File: src/rtl/mem_arb_pkg.sv
// Shared types for the two-master memory arbiter: FSM states, granted operation
// kind and the number of masters served.
package mem_arb_pkg;

   localparam int MASTER_NUM = 2;

   typedef enum logic [1:0] {
      IDLE    = 2'd0,
      BUSY_RD = 2'd1,
      BUSY_WR = 2'd2
   } arb_state_e;

   typedef enum logic {
      OP_RD = 1'b0,
      OP_WR = 1'b1
   } arb_op_e;

endpackage

File: src/rtl/mem_arbiter2_rr_pick2.sv
// Combinational two-way round-robin picker: a lone requester always wins,
// and a tie goes to the master selected by ptr_i.
module rr_pick2
   import mem_arb_pkg::*;
(
   input  logic [MASTER_NUM-1:0] req_i,
   input  logic                  ptr_i,
   output logic [MASTER_NUM-1:0] gnt_o
);

   always_comb begin
      gnt_o = '0;
      case (req_i)
         2'b01:   gnt_o = 2'b01;
         2'b10:   gnt_o = 2'b10;
         2'b11:   gnt_o = ptr_i ? 2'b10 : 2'b01;
         default: gnt_o = '0;
      endcase
   end

endmodule

File: src/rtl/mem_arbiter2.sv
// Two-master round-robin arbiter in front of one line-wide memory slave.
// A whole read or write is granted at a time; responses return only to the owner.
module mem_arbiter2
   import mem_arb_pkg::*;
#(
   parameter int ADDR_WIDTH = 64,
   parameter int DATA_WIDTH = 128
) (
   input  logic                    clk,
   input  logic                    rstn,
   // master 0
   input  logic                    m0_ren_i,
   input  logic [ADDR_WIDTH-1:0]   m0_raddr_i,
   input  logic                    m0_wen_i,
   input  logic [ADDR_WIDTH-1:0]   m0_waddr_i,
   input  logic [DATA_WIDTH-1:0]   m0_wdata_i,
   input  logic [DATA_WIDTH/8-1:0] m0_wmask_i,
   output logic [DATA_WIDTH-1:0]   m0_rdata_o,
   output logic                    m0_rvalid_o,
   output logic                    m0_wvalid_o,
   // master 1
   input  logic                    m1_ren_i,
   input  logic [ADDR_WIDTH-1:0]   m1_raddr_i,
   input  logic                    m1_wen_i,
   input  logic [ADDR_WIDTH-1:0]   m1_waddr_i,
   input  logic [DATA_WIDTH-1:0]   m1_wdata_i,
   input  logic [DATA_WIDTH/8-1:0] m1_wmask_i,
   output logic [DATA_WIDTH-1:0]   m1_rdata_o,
   output logic                    m1_rvalid_o,
   output logic                    m1_wvalid_o,
   // memory slave
   output logic                    mem_ren_o,
   output logic [ADDR_WIDTH-1:0]   mem_raddr_o,
   output logic                    mem_wen_o,
   output logic [ADDR_WIDTH-1:0]   mem_waddr_o,
   output logic [DATA_WIDTH-1:0]   mem_wdata_o,
   output logic [DATA_WIDTH/8-1:0] mem_wmask_o,
   input  logic [DATA_WIDTH-1:0]   mem_rdata_i,
   input  logic                    mem_rvalid_i,
   input  logic                    mem_wvalid_i
);

   localparam int MASK_WIDTH = DATA_WIDTH / 8;

   arb_state_e state_q, state_d;
   arb_op_e    op_q, op_d;
   logic       owner_q, owner_d;
   logic       rr_ptr_q, rr_ptr_d;

   logic [MASTER_NUM-1:0] ren_vec, wen_vec, req_vec, gnt_vec;
   logic [MASTER_NUM-1:0] rvalid_vec, wvalid_vec;
   logic [ADDR_WIDTH-1:0] raddr_arr [MASTER_NUM];
   logic [ADDR_WIDTH-1:0] waddr_arr [MASTER_NUM];
   logic [DATA_WIDTH-1:0] wdata_arr [MASTER_NUM];
   logic [MASK_WIDTH-1:0] wmask_arr [MASTER_NUM];

   logic rd_active, wr_active, gnt_idx;

   assign ren_vec      = {m1_ren_i, m0_ren_i};
   assign wen_vec      = {m1_wen_i, m0_wen_i};
   assign raddr_arr[0] = m0_raddr_i;
   assign raddr_arr[1] = m1_raddr_i;
   assign waddr_arr[0] = m0_waddr_i;
   assign waddr_arr[1] = m1_waddr_i;
   assign wdata_arr[0] = m0_wdata_i;
   assign wdata_arr[1] = m1_wdata_i;
   assign wmask_arr[0] = m0_wmask_i;
   assign wmask_arr[1] = m1_wmask_i;

   rr_pick2 u_pick (
      .req_i (req_vec),
      .ptr_i (rr_ptr_q),
      .gnt_o (gnt_vec)
   );

   // Grant is one-hot, so its upper bit is the index of the winning master.
   assign gnt_idx = gnt_vec[1];

   // rstn is folded in so the memory request drops in the very cycle reset is applied.
   assign rd_active = rstn && (state_q == BUSY_RD) && (op_q == OP_RD);
   assign wr_active = rstn && (state_q == BUSY_WR) && (op_q == OP_WR);

   genvar gi;
   generate
      for (gi = 0; gi < MASTER_NUM; gi++) begin : g_master
         assign req_vec[gi]    = ren_vec[gi] | wen_vec[gi];
         assign rvalid_vec[gi] = rd_active && (owner_q == 1'(gi)) && mem_rvalid_i;
         assign wvalid_vec[gi] = wr_active && (owner_q == 1'(gi)) && mem_wvalid_i;
      end
   endgenerate

   assign mem_ren_o   = rd_active;
   assign mem_raddr_o = rd_active ? raddr_arr[owner_q] : '0;
   assign mem_wen_o   = wr_active;
   assign mem_waddr_o = wr_active ? waddr_arr[owner_q] : '0;
   assign mem_wdata_o = wr_active ? wdata_arr[owner_q] : '0;
   assign mem_wmask_o = wr_active ? wmask_arr[owner_q] : '0;

   assign m0_rdata_o  = mem_rdata_i;
   assign m1_rdata_o  = mem_rdata_i;
   assign m0_rvalid_o = rvalid_vec[0];
   assign m1_rvalid_o = rvalid_vec[1];
   assign m0_wvalid_o = wvalid_vec[0];
   assign m1_wvalid_o = wvalid_vec[1];

   always_comb begin
      state_d  = state_q;
      op_d     = op_q;
      owner_d  = owner_q;
      rr_ptr_d = rr_ptr_q;
      case (state_q)
         IDLE: begin
            if (|gnt_vec) begin
               owner_d = gnt_idx;
               // A write outranks a read that the same master presents alongside it.
               if (wen_vec[gnt_idx]) begin
                  state_d = BUSY_WR;
                  op_d    = OP_WR;
               end else begin
                  state_d = BUSY_RD;
                  op_d    = OP_RD;
               end
            end
         end
         BUSY_RD: begin
            if (mem_rvalid_i) begin
               state_d  = IDLE;
               rr_ptr_d = ~owner_q;
            end
         end
         BUSY_WR: begin
            if (mem_wvalid_i) begin
               state_d  = IDLE;
               rr_ptr_d = ~owner_q;
            end
         end
         default: state_d = IDLE;
      endcase
   end

   always_ff @(posedge clk) begin
      if (!rstn) begin
         state_q  <= IDLE;
         op_q     <= OP_RD;
         owner_q  <= 1'b0;
         rr_ptr_q <= 1'b0;
      end else begin
         state_q  <= state_d;
         op_q     <= op_d;
         owner_q  <= owner_d;
         rr_ptr_q <= rr_ptr_d;
      end
   end

endmodule
File: config.mk
export PLATFORM = sky130hd
export DESIGN_NAME = mem_arbiter2
export DESIGN_NICKNAME = d
export VERILOG_FILES = /design/src/rtl/mem_arb_pkg.sv /design/src/rtl/mem_arbiter2_rr_pick2.sv /design/src/rtl/mem_arbiter2.sv
export SDC_FILE = /design/constraint.sdc
export NUM_CORES = 1
export LEC_CHECK = 0
export CAP_MARGIN = 15
export CORE_AREA = 2 2 477 479
export CTS_BUF_LIST = sky130_fd_sc_hd__clkbuf_4 sky130_fd_sc_hd__clkbuf_8
export DETAILED_ROUTE_END_ITERATION = 10
export DIE_AREA = 0 0 479 481
export PLACE_DENSITY = 0.3
export SLEW_MARGIN = 20
export SYNTH_ARGS = -nofsm -noshare
export SYNTH_HDL_FRONTEND = slang
export SYNTH_HIERARCHICAL = 1
export SYNTH_SLANG_ARGS = --single-unit
File: constraint.sdc
create_clock -name clk -period 1.8 [get_ports clk]
set_clock_uncertainty 0.2 [all_clocks]
set_input_delay 0.27 -clock clk [delete_from_list [all_inputs] [get_ports clk]]
set_output_delay 0.27 -clock clk [all_outputs]
set_load 0.01 [all_outputs]
==> results.tsv <==
metric	value	unit
outcome	finished, violations left	
failed_checks	setup timing	
synth.net_count	1314	
globalRouteOverflowTotal	0	
critical_path.startpoint_type	register	
place_worst_setup_slack	-1.162	ns
numCtsBuffers	3	
avg_vias_per_cell	2.103	
layout.area.seq	103.9	µm²
cts.clk_slew.worst_paths	0.04	ns
yosys.area.top_type_share	46.72	%
clock_latency	0.23	ns
worst_pin_slew	0.3083	ns
grt_antenna_before_repair	152	
power.ir.vdd_worst	220.6	µV
timing.hold.worst.class	in -> reg	
seq_area_frac_synth	1.963	%
regToRegSetupSlack	0.33	ns
synth_commonest_cells	a22o_1 (272), buf_4 (270), buf_2 (27)	
grt_pass1_wl	190500	µm
numClockSinks	5	
worstSetupEndpointType	primary output	
p_per_area	198.5	nW/µm²
rr_worst_depth	4	
synthesis.yosys.warnings	6	
path_max_fanout	6	
final_net_count	1984	
syn_avg_cell_area	8.042	µm²
met2_usage	23.14	%
finalWeightedCongestion	0.9159	
maxCapViolations	0	
synth_cell_type_count	26	
drtIter0Drc	302	
vias_in_the_first_global_route	9284	
final_layout_size_suffix_gt1_share	48.27	%
syn2layout_area_growth	297.7	%
fmaxAchievable	0.3871	GHz
rsz0062_at_grt	true	
starting_density_of_the_core	2.259	%
floorplan.core_area	225700	µm²
synth-edff-count	0	
synth_async_sr_flop_share	0	%
vias	9110	
final_report_hold_violation_count	0	
leading_cell_type_by_number_of_instances_after_synthesis	a22o_1	
fin_ws	-0.7831	ns
cts_hold_buffers	0	
inst_count_dp	4232	
port-buffer-count	829	
cts.path.max_buffers	2	
die_w	479	µm
globalRouteMet1Util	12.19	%
synth_area	5099	µm²
timing.final.max_slew_violations	0	
critPathRequiredTime	1.33	ns
root_buf_cell	clkbuf_8	
post-route-drc-count	0	
p_leak	0.007545	µW
netlist_instances	634	
track_usage	14.20	%
final_antenna_net_count	0	
finish.instance_area	20280	µm²
maxSlewHeadroom	79.39	%
setup_total_negative_slack	-169.81	ns
post-synth-top-area-cell	a22o_1	
reg2reg_to	op_q$_SDFFE_PN0P_	
fin_cells	4331	
post-route-period-util	143.5	%
drt-total-wl	171100	µm
worst_setup_path_endpoint	mem_wdata_o[113]	
clock_tree.htree_level_count	1	
critical_path_class	reg -> out	
cell_types_with_the_largest_area_share_after_synthesis	a22o_1 (47%), buf_4 (40%), buf_6 (3.8%)	
critical_path.reg2reg.startpoint	state_q[1]$_SDFFE_PN0P_	
dp.final_hpwl	159200	µm
global_route.usage.met3	14.18	%
tritoncts	yes	
post_place_instance_area	17390	µm²
multi_input_comb_area	4202	µm²
overall_power	4026	µW
grt.busiest_layer	met2	
period_minus_slack	2.583	ns
fillerInstances	26108	
grt_start_max_net_pins	31	
timing.critical_path.arrival	2.11	ns
row_count	175	
setup_viol	276	
timing.critical_path.from	state_q[1]$_SDFFE_PN0P_	
die_area	230400	µm²
drt_first_pass_iters	5	
ys_ff_latch	5	
num_io_pins	1214	
wire_per_inst	39.50	µm
dieHeight	481	µm
ys.flop_type	dfxtp_1	
-- critical path: stages (launching register included) --
cell	delay, ns
dfxtp_2	0.32
and4b_4	0.21
and2b_4	0.19
buf_16	0.15
buf_12	0.16
buf_12	0.12
buf_16	0.13
buf_8	0.13
a22o_4	0.26
buf_12	0.14
-- sequential cells by signal, indices dropped and copies added, names as in the netlist --
register	flops
op_q	1
owner_q	1
rr_ptr_q	1
state_q	2
-- worst min-delay path by stage --
stage / startpoint / end / slack [ns] / depth (start not counted)
floorplan: rstn / state_q[0]$_SDFFE_PN0P_ / 0.20 / 2
global placement: rr_ptr_q$_SDFFE_PN0P_ / rr_ptr_q$_SDFFE_PN0P_ / 0.27 / 2
detailed placement: rr_ptr_q$_SDFFE_PN0P_ / rr_ptr_q$_SDFFE_PN0P_ / 0.29 / 2
CTS: rstn / op_q$_SDFFE_PN0P_ / 0.24 / 2
global route: rstn / op_q$_SDFFE_PN0P_ / 0.12 / 2
finish: rstn / op_q$_SDFFE_PN0P_ / 0.12 / 2
-- final cells by class --
class                      instances  area share (%)
antenna                           19          0.2345
inverter                           3         0.05553
tap                             3009           18.56
multi-input combinational        311           20.72
sequential                         5          0.5121
timing repair buffer             980           59.67
clock buffer                       4          0.2406
-- through the flow --
step / hold WS [ns] / util (%)
6_report: 0.1174 / 8.983
3_5_place_dp: 0.2862 / 7.705
3_3_place_gp: 0.2736 / 7.705
4_1_cts: 0.2415 / 8.721
5_1_grt: 0.1182 / 8.968
2_1_floorplan: 0.2031 / -
-- cells in the final DEF (no fill, tap or decap), drive strengths merged --
cell	netlist	final
o21ai	3	3
nand2b	1	1
and4bb	1	1
and2b	1	1
inv	3	3
and3	2	2
or2	3	3
a21boi	3	3
dfxtp	5	5
buf	314	419
mux2i	1	1
clkdlybuf4s15	0	2
nand3b	2	2
and2	4	5
clkdlybuf4s50	0	548
nor2b	2	2
a21oi	3	3
dlymetal6s2s	0	3
a22o	272	272
diode	0	19
and4	1	1
and4b	1	1
nand2	5	5
nor2	4	4
o221a	1	1
clkbuf	2	12
-- logic make-up (layout without fill, tap and decap cells) --
family	count (synthesis)	after routing	share of synthesized area, %
buffers and inverters	319	987	46.60
AO/OA/AOI/OAI	282	282	47.98
AND/OR/NAND/NOR	27	28	3.264
flip-flops	5	5	1.963
multiplexers	1	1	0.1963
other	0	19	0
-- what timing repair did --
item | in CTS | in global routing
gates cloned | 19 | 6
pin swaps | 105 | 33
buffers inserted | 56 | 14
endpoints found under the setup margin | 281 | 282
resized for setup | 618 | 132
-- where the power goes --
group          leakage, µW  internal, µW  switching (µW)  total, µW
registers        0.0000422           134            14.8        149
logic              0.00748          2210            1430       3650
clock network    0.0000263           168            64.0        232
-- per-layer routing --
metal	up-vias	share of wire, %
met2	1144	45
met5	-	0.18
met1	4073	29
met4	50	3.2
met3	313	23
li1	3530	-
(Power assumes the default switching activity.)
